### src/rtl/load_store_unit.sv
// Load/store unit between the core memory stage and a word-wide data memory.
// Sub-word stores are done as read-modify-write; loads are sign/zero extended.
module load_store_unit #(
  parameter bit MISALIGN_TRAP = 1'b1
) (
  input  logic        clk,
  input  logic        rst_n,
  input  logic        req_valid,
  output logic        req_ready,
  input  logic        req_we,
  input  logic [2:0]  req_funct3,
  input  logic [31:0] req_addr,
  input  logic [31:0] req_wdata,
  output logic        resp_valid,
  output logic        resp_err,
  output logic [31:0] resp_rdata,
  output logic        mem_write_en,
  output logic [31:0] mem_addr,
  output logic [31:0] mem_write_data,
  input  logic [31:0] mem_read_data
);

  typedef enum logic [2:0] {IDLE, LD_RD, RMW_RD, ST_WR, DONE} state_t;

  state_t      state_q, state_d;
  logic        we_q, we_d;
  logic [2:0]  f3_q, f3_d;
  logic [31:0] addr_q, addr_d;
  logic [31:0] wdata_q, wdata_d;
  logic [31:0] merged_q, merged_d;
  logic [31:0] rdata_q, rdata_d;
  logic        err_q, err_d;

  function automatic logic is_illegal(input logic we, input logic [2:0] f3);
    if (we) return !(f3 == 3'b000 || f3 == 3'b001 || f3 == 3'b010);
    else    return (f3 == 3'b011 || f3 == 3'b110 || f3 == 3'b111);
  endfunction

  function automatic logic is_misaligned(input logic [2:0] f3, input logic [1:0] a);
    case (f3)
      3'b001, 3'b101: return a[0];
      3'b010:         return a != 2'b00;
      default:        return 1'b0;
    endcase
  endfunction

  function automatic logic [31:0] align_addr(input logic [2:0] f3, input logic [31:0] a);
    case (f3)
      3'b001, 3'b101: return {a[31:1], 1'b0};
      3'b010:         return {a[31:2], 2'b00};
      default:        return a;
    endcase
  endfunction

  // Halfword lanes are always aligned here, so shifting by the byte offset works for both sizes.
  function automatic logic [31:0] load_extend(input logic [2:0] f3, input logic [1:0] a,
                                              input logic [31:0] w);
    logic [31:0] sh;
    sh = w >> {a, 3'b000};
    case (f3)
      3'b000:  return {{24{sh[7]}}, sh[7:0]};
      3'b001:  return {{16{sh[15]}}, sh[15:0]};
      3'b100:  return {24'h0, sh[7:0]};
      3'b101:  return {16'h0, sh[15:0]};
      default: return w;
    endcase
  endfunction

  function automatic logic [31:0] store_merge(input logic [2:0] f3, input logic [1:0] a,
                                              input logic [31:0] old, input logic [31:0] wd);
    logic [31:0] mask, data;
    if (f3 == 3'b000) begin
      mask = 32'h0000_00FF << {a, 3'b000};
      data = {24'h0, wd[7:0]} << {a, 3'b000};
    end else begin
      mask = 32'h0000_FFFF << {a[1], 4'b0000};
      data = {16'h0, wd[15:0]} << {a[1], 4'b0000};
    end
    return (old & ~mask) | (data & mask);
  endfunction

  always_comb begin
    state_d  = state_q;
    we_d     = we_q;
    f3_d     = f3_q;
    addr_d   = addr_q;
    wdata_d  = wdata_q;
    merged_d = merged_q;
    rdata_d  = rdata_q;
    err_d    = err_q;
    case (state_q)
      IDLE: begin
        if (req_valid) begin
          we_d    = req_we;
          f3_d    = req_funct3;
          wdata_d = req_wdata;
          addr_d  = MISALIGN_TRAP ? req_addr : align_addr(req_funct3, req_addr);
          if (is_illegal(req_we, req_funct3) ||
              (MISALIGN_TRAP && is_misaligned(req_funct3, req_addr[1:0]))) begin
            err_d   = 1'b1;
            state_d = DONE;
          end else if (!req_we) begin
            state_d = LD_RD;
          end else if (req_funct3 == 3'b010) begin
            state_d = ST_WR;
          end else begin
            state_d = RMW_RD;
          end
        end
      end
      LD_RD: begin
        rdata_d = load_extend(f3_q, addr_q[1:0], mem_read_data);
        err_d   = 1'b0;
        state_d = DONE;
      end
      RMW_RD: begin
        merged_d = store_merge(f3_q, addr_q[1:0], mem_read_data, wdata_q);
        state_d  = ST_WR;
      end
      ST_WR: begin
        err_d   = 1'b0;
        state_d = DONE;
      end
      DONE:    state_d = IDLE;
      default: state_d = IDLE;
    endcase
  end

  always_ff @(posedge clk or negedge rst_n) begin
    if (!rst_n) begin
      state_q  <= IDLE;
      we_q     <= 1'b0;
      f3_q     <= 3'b000;
      addr_q   <= 32'h0;
      wdata_q  <= 32'h0;
      merged_q <= 32'h0;
      rdata_q  <= 32'h0;
      err_q    <= 1'b0;
    end else begin
      state_q  <= state_d;
      we_q     <= we_d;
      f3_q     <= f3_d;
      addr_q   <= addr_d;
      wdata_q  <= wdata_d;
      merged_q <= merged_d;
      rdata_q  <= rdata_d;
      err_q    <= err_d;
    end
  end

  // Write strobe comes straight from state so an async reset kills it before the memory's falling edge.
  assign req_ready      = (state_q == IDLE);
  assign resp_valid     = (state_q == DONE);
  assign resp_err       = err_q;
  assign resp_rdata     = rdata_q;
  assign mem_write_en   = (state_q == ST_WR) && we_q;
  assign mem_addr       = {2'b00, addr_q[31:2]};
  assign mem_write_data = (state_q == ST_WR) ? ((f3_q == 3'b010) ? wdata_q : merged_q) : 32'h0;

endmodule

### config.mk
export PLATFORM = sky130hd
export DESIGN_NAME = load_store_unit
export DESIGN_NICKNAME = d
export VERILOG_FILES = /design/src/rtl/load_store_unit.sv
export SDC_FILE = /design/constraint.sdc
export NUM_CORES = 1
export LEC_CHECK = 0
export ABC_AREA = 1
export BUFFER_PORTS_ARGS = -buffer_cell sky130_fd_sc_hd__buf_2
export CELL_PAD_IN_SITES_DETAIL_PLACEMENT = 1
export CELL_PAD_IN_SITES_GLOBAL_PLACEMENT = 1
export CORE_ASPECT_RATIO = 0.9
export CORE_MARGIN = 5
export CORE_UTILIZATION = 40
export DETAILED_ROUTE_END_ITERATION = 7
export PLACE_DENSITY_LB_ADDON = 0.1
export SYNTH_ARGS = -nofsm -noshare
export SYNTH_HDL_FRONTEND = slang
export SYNTH_SLANG_ARGS = --single-unit
### constraint.sdc
create_clock -name clk -period 3.5 [get_ports clk]
set_input_delay 0.525 -clock clk [delete_from_list [all_inputs] [get_ports clk]]
set_output_delay 0.525 -clock clk [all_outputs]
set_load 0.005 [all_outputs]
==> flow_metrics.py <==
metrics = {
    "global_routing": {
        "grt_pass1_vias": 7709,
        "grt_pass1_wl_um": 42900,
        "antenna_found_initial": 0,
        "grt_remaining_overflow": 0,
        "grt.total_usage_pct": 25.0,
        "grt_max_degree": 92,
    },
    "routing": {
        "dr.pass1.iters": 5,
        "vias": 7595,
        "drt_iter0_drc": 646,
        "drt-vias-per-instance": 5.15,
        "remaining_drc_errors": 0,
        "wl_um": 27500,
        "ant_nets": 0,
        "wire_per_inst_um": 18.6,
    },
    "power_and_ir_drop": {
        "ir_drop_mv": 0.698,
        "p_leak_nw": 4.98,
        "total_power_mw": 8.76,
        "power.density_nw_per_um2": 962,
        "p_int_mw": 4.75,
        "power_frac_comb_pct": 46.2,
        "power_frac_seq_pct": 32.9,
        "p_sw_share_pct": 45.8,
        "clkPwrFrac_pct": 20.9,
        "p_sw_mw": 4.01,
    },
    "sta": {
        "min_period_over_period_pct": 78.4,
        "layout_min_cycle_time_ns": 2.74,
        "max_freq_ghz": 0.365,
        "setup_tns_ns": 0,
        "skew_ns": 0.00939,
        "hold_viol": 0,
        "rsz0062_at_grt": "no",
        "slew_headroom_pct": 37.0,
        "setup_viol": 0,
        "worst_slack_ns": 0.757,
        "slew_viol_final": 0,
        "worst_pin_slew_ns": 0.945,
    },
    "run_status": {
        "status": "completed",
    },
    "cells_and_area": {
        "fin_nets": 1314,
        "syn_to_final_growth_pct": 19.3,
        "stdcell_area_um2": 9100,
        "antenna_cells": 0,
        "drive_above_1_share_pct": 23.7,
        "regArea_um2": 3400,
        "layout_common_cells": "nand2_1 (453), buf_2 (199), dfrtp_1 (135), a21oi_1 (82), nand3_1 (74)",
        "finish.utilization_pct": 48.0,
        "multi_input_area_um2": 3390,
        "final_common_cell": "nand2_1",
        "nFillCells": 2498,
    },
    "clock_network": {
        "post_cts_buffers": 0,
        "cts_tree": "done",
        "cts_resized": 0,
        "cts-hold-fix-buffers": 0,
        "cts_made_buffers": 17,
        "clk_latency_ns": 0.43,
        "cts_max_path_buffers": 2,
        "cts.clk_slew.worst_paths_ns": 0.06,
        "cts_root_buf": "clkbuf_16",
        "cts_sinks": 136,
        "ctsHtreeMaxLevel": 4,
    },
    "logic_synthesis": {
        "synth-simple-area-share_pct": 36.0,
        "syn_avg_cell_area_um2": 7.11,
        "synth_edf_count": 0,
        "synth_compound_area_share_pct": 8.28,
        "ys_seq_area_share_pct": 44.6,
        "async_flop_share_pct": 100,
        "synth_area_um2": 7630,
        "ys_ff_latch": 136,
        "yosysWarnings": 0,
        "synth_top_family_by_area": "simple AND/OR/NAND/NOR gates",
        "synthMuxAreaShare_pct": 0,
        "syn_inst": 1074,
        "synth_flop_cell": "dfrtp_1",
        "synth-adder-area-share_pct": 0,
        "ys_types": 27,
        "synthXorXnorAreaFrac_pct": 0,
    },
    "floorplanning": {
        "ios": 203,
        "chipWidth_um": 156,
        "coreArea_um2": 19000,
        "dieArea_um2": 22000,
        "start_util_pct": 40.2,
        "die_h_um": 141,
        "std_cell_rows": 48,
    },
    "worst_setup_path": {
        "cp-end-kind": "output pin",
        "start_kind": "flip-flop",
        "critPathMaxFanout": 20,
        "timing.rr.end": "merged_q[21]",
        "crit_type": "reg2out",
        "r2r_cells": 8,
        "crit_arrival_ns": 2.22,
        "cp.required_ns": 2.97,
        "regToRegStartpoint": "f3_q[0]",
        "ff2ff_setup_slack_ns": 1.26,
    },
    "placement": {
        "placed_area_um2": 8510,
        "place.gp.congestion": 0.913,
        "numPortBuffers": 200,
        "dp_hpwl_um": 19700,
        "pre_cts_ws_ns": 1.24,
    },
    "worst_hold_path": {
        "min_path_type": "in2async",
    },
    "run": {
        "drv_cap": 0,
    },
}
worst max-delay path by stage:
stage	to	startpoint	slack, ns	depth (start not counted)
after detailed placement	mem_write_data[13]	f3_q[2]	1.24	7
final	mem_write_data[13]	f3_q[2]	0.76	7
after global placement	mem_write_data[13]	f3_q[2]	1.28	7
after global routing	mem_write_data[12]	f3_q[2]	0.67	7
after CTS	mem_write_data[13]	f3_q[2]	0.77	7
after floorplan	mem_write_data[10]	f3_q[1]	1.80	5
worst max-delay path, cell delays in order (launching register included):
cell and delay [ns]:
dfrtp_1 0.39, inv_2 0.32, buf_4 0.31, nand3_1 0.16, buf_4 0.26, nand2_1 0.09, a21oi_1 0.08, buf_2 0.16
sequential cells by signal, summed over array words and instances (netlist names):
signal	cells
f3_q	3
state_q	3
wdata_q	32
resp_rdata	32
merged_q	32
addr_q	32
resp_err	1
we_q	1
synthesized netlist by cell type, types with 10 or more instances:
cell type | count | area, um2
buf_4 | 35 | 263
buf_2 | 30 | 150
dfrtp_1 | 136 | 3400
nor2_1 | 48 | 180
inv_1 | 66 | 248
or2_2 | 16 | 100
nand2_1 | 453 | 1700
nand4_1 | 34 | 213
clkbuf_1 | 23 | 86.3
a21oi_1 | 82 | 410
o21ai_0 | 38 | 190
nand3_2 | 10 | 100
nand3_1 | 74 | 370
through the flow:
stage / cells / hold slack, ns
finish: 1474 / 0.0683
global route: 1474 / 0.105
CTS: 1474 / 0.0891
detailed placement: 1442 / 0.454
global placement: 1442 / 0.449
floorplan: 1075 / 0.229
final cells by class:
class                   count  share of cell area [%]
clock buffers              17                    4.67
clock inverters            15                    1.84
inverters                  72                    3.11
multi-input cells         769                    37.3
flip-flops and latches    136                    37.4
well taps                 250                    3.44
repair buffers            215                    12.3
metal layers:
metal / track usage [%] / up-vias / wire (um)
li1: - / 3636 / -
met1: 35.2 / 3673 / 12500
met2: 38.6 / 233 / 12700
met3: 5.89 / 53 / 1670
met4: 7.37 / 0 / 604
met5: 0 / - / 0
kinds of logic (layout without fill, tap and decap cells):
logic type | count (synthesis) | in the layout
AND/OR/NAND/NOR | 643 | 643
buffers and inverters | 170 | 319
flip-flops | 136 | 136
AO/OA/AOI/OAI | 124 | 124
other | 1 | 2
power by group through the flow:
stage	Combinational, mW	Sequential [mW]	Clock [mW]
5_1_grt	4.56	2.97	1.94
6_report	4.04	2.88	1.83
2_1_floorplan	2.99	2.73	0
3_3_place_gp	3.95	2.87	0
4_1_cts	4.07	2.88	1.87
3_5_place_dp	4.04	2.89	0
(Power assumes the default switching activity.)
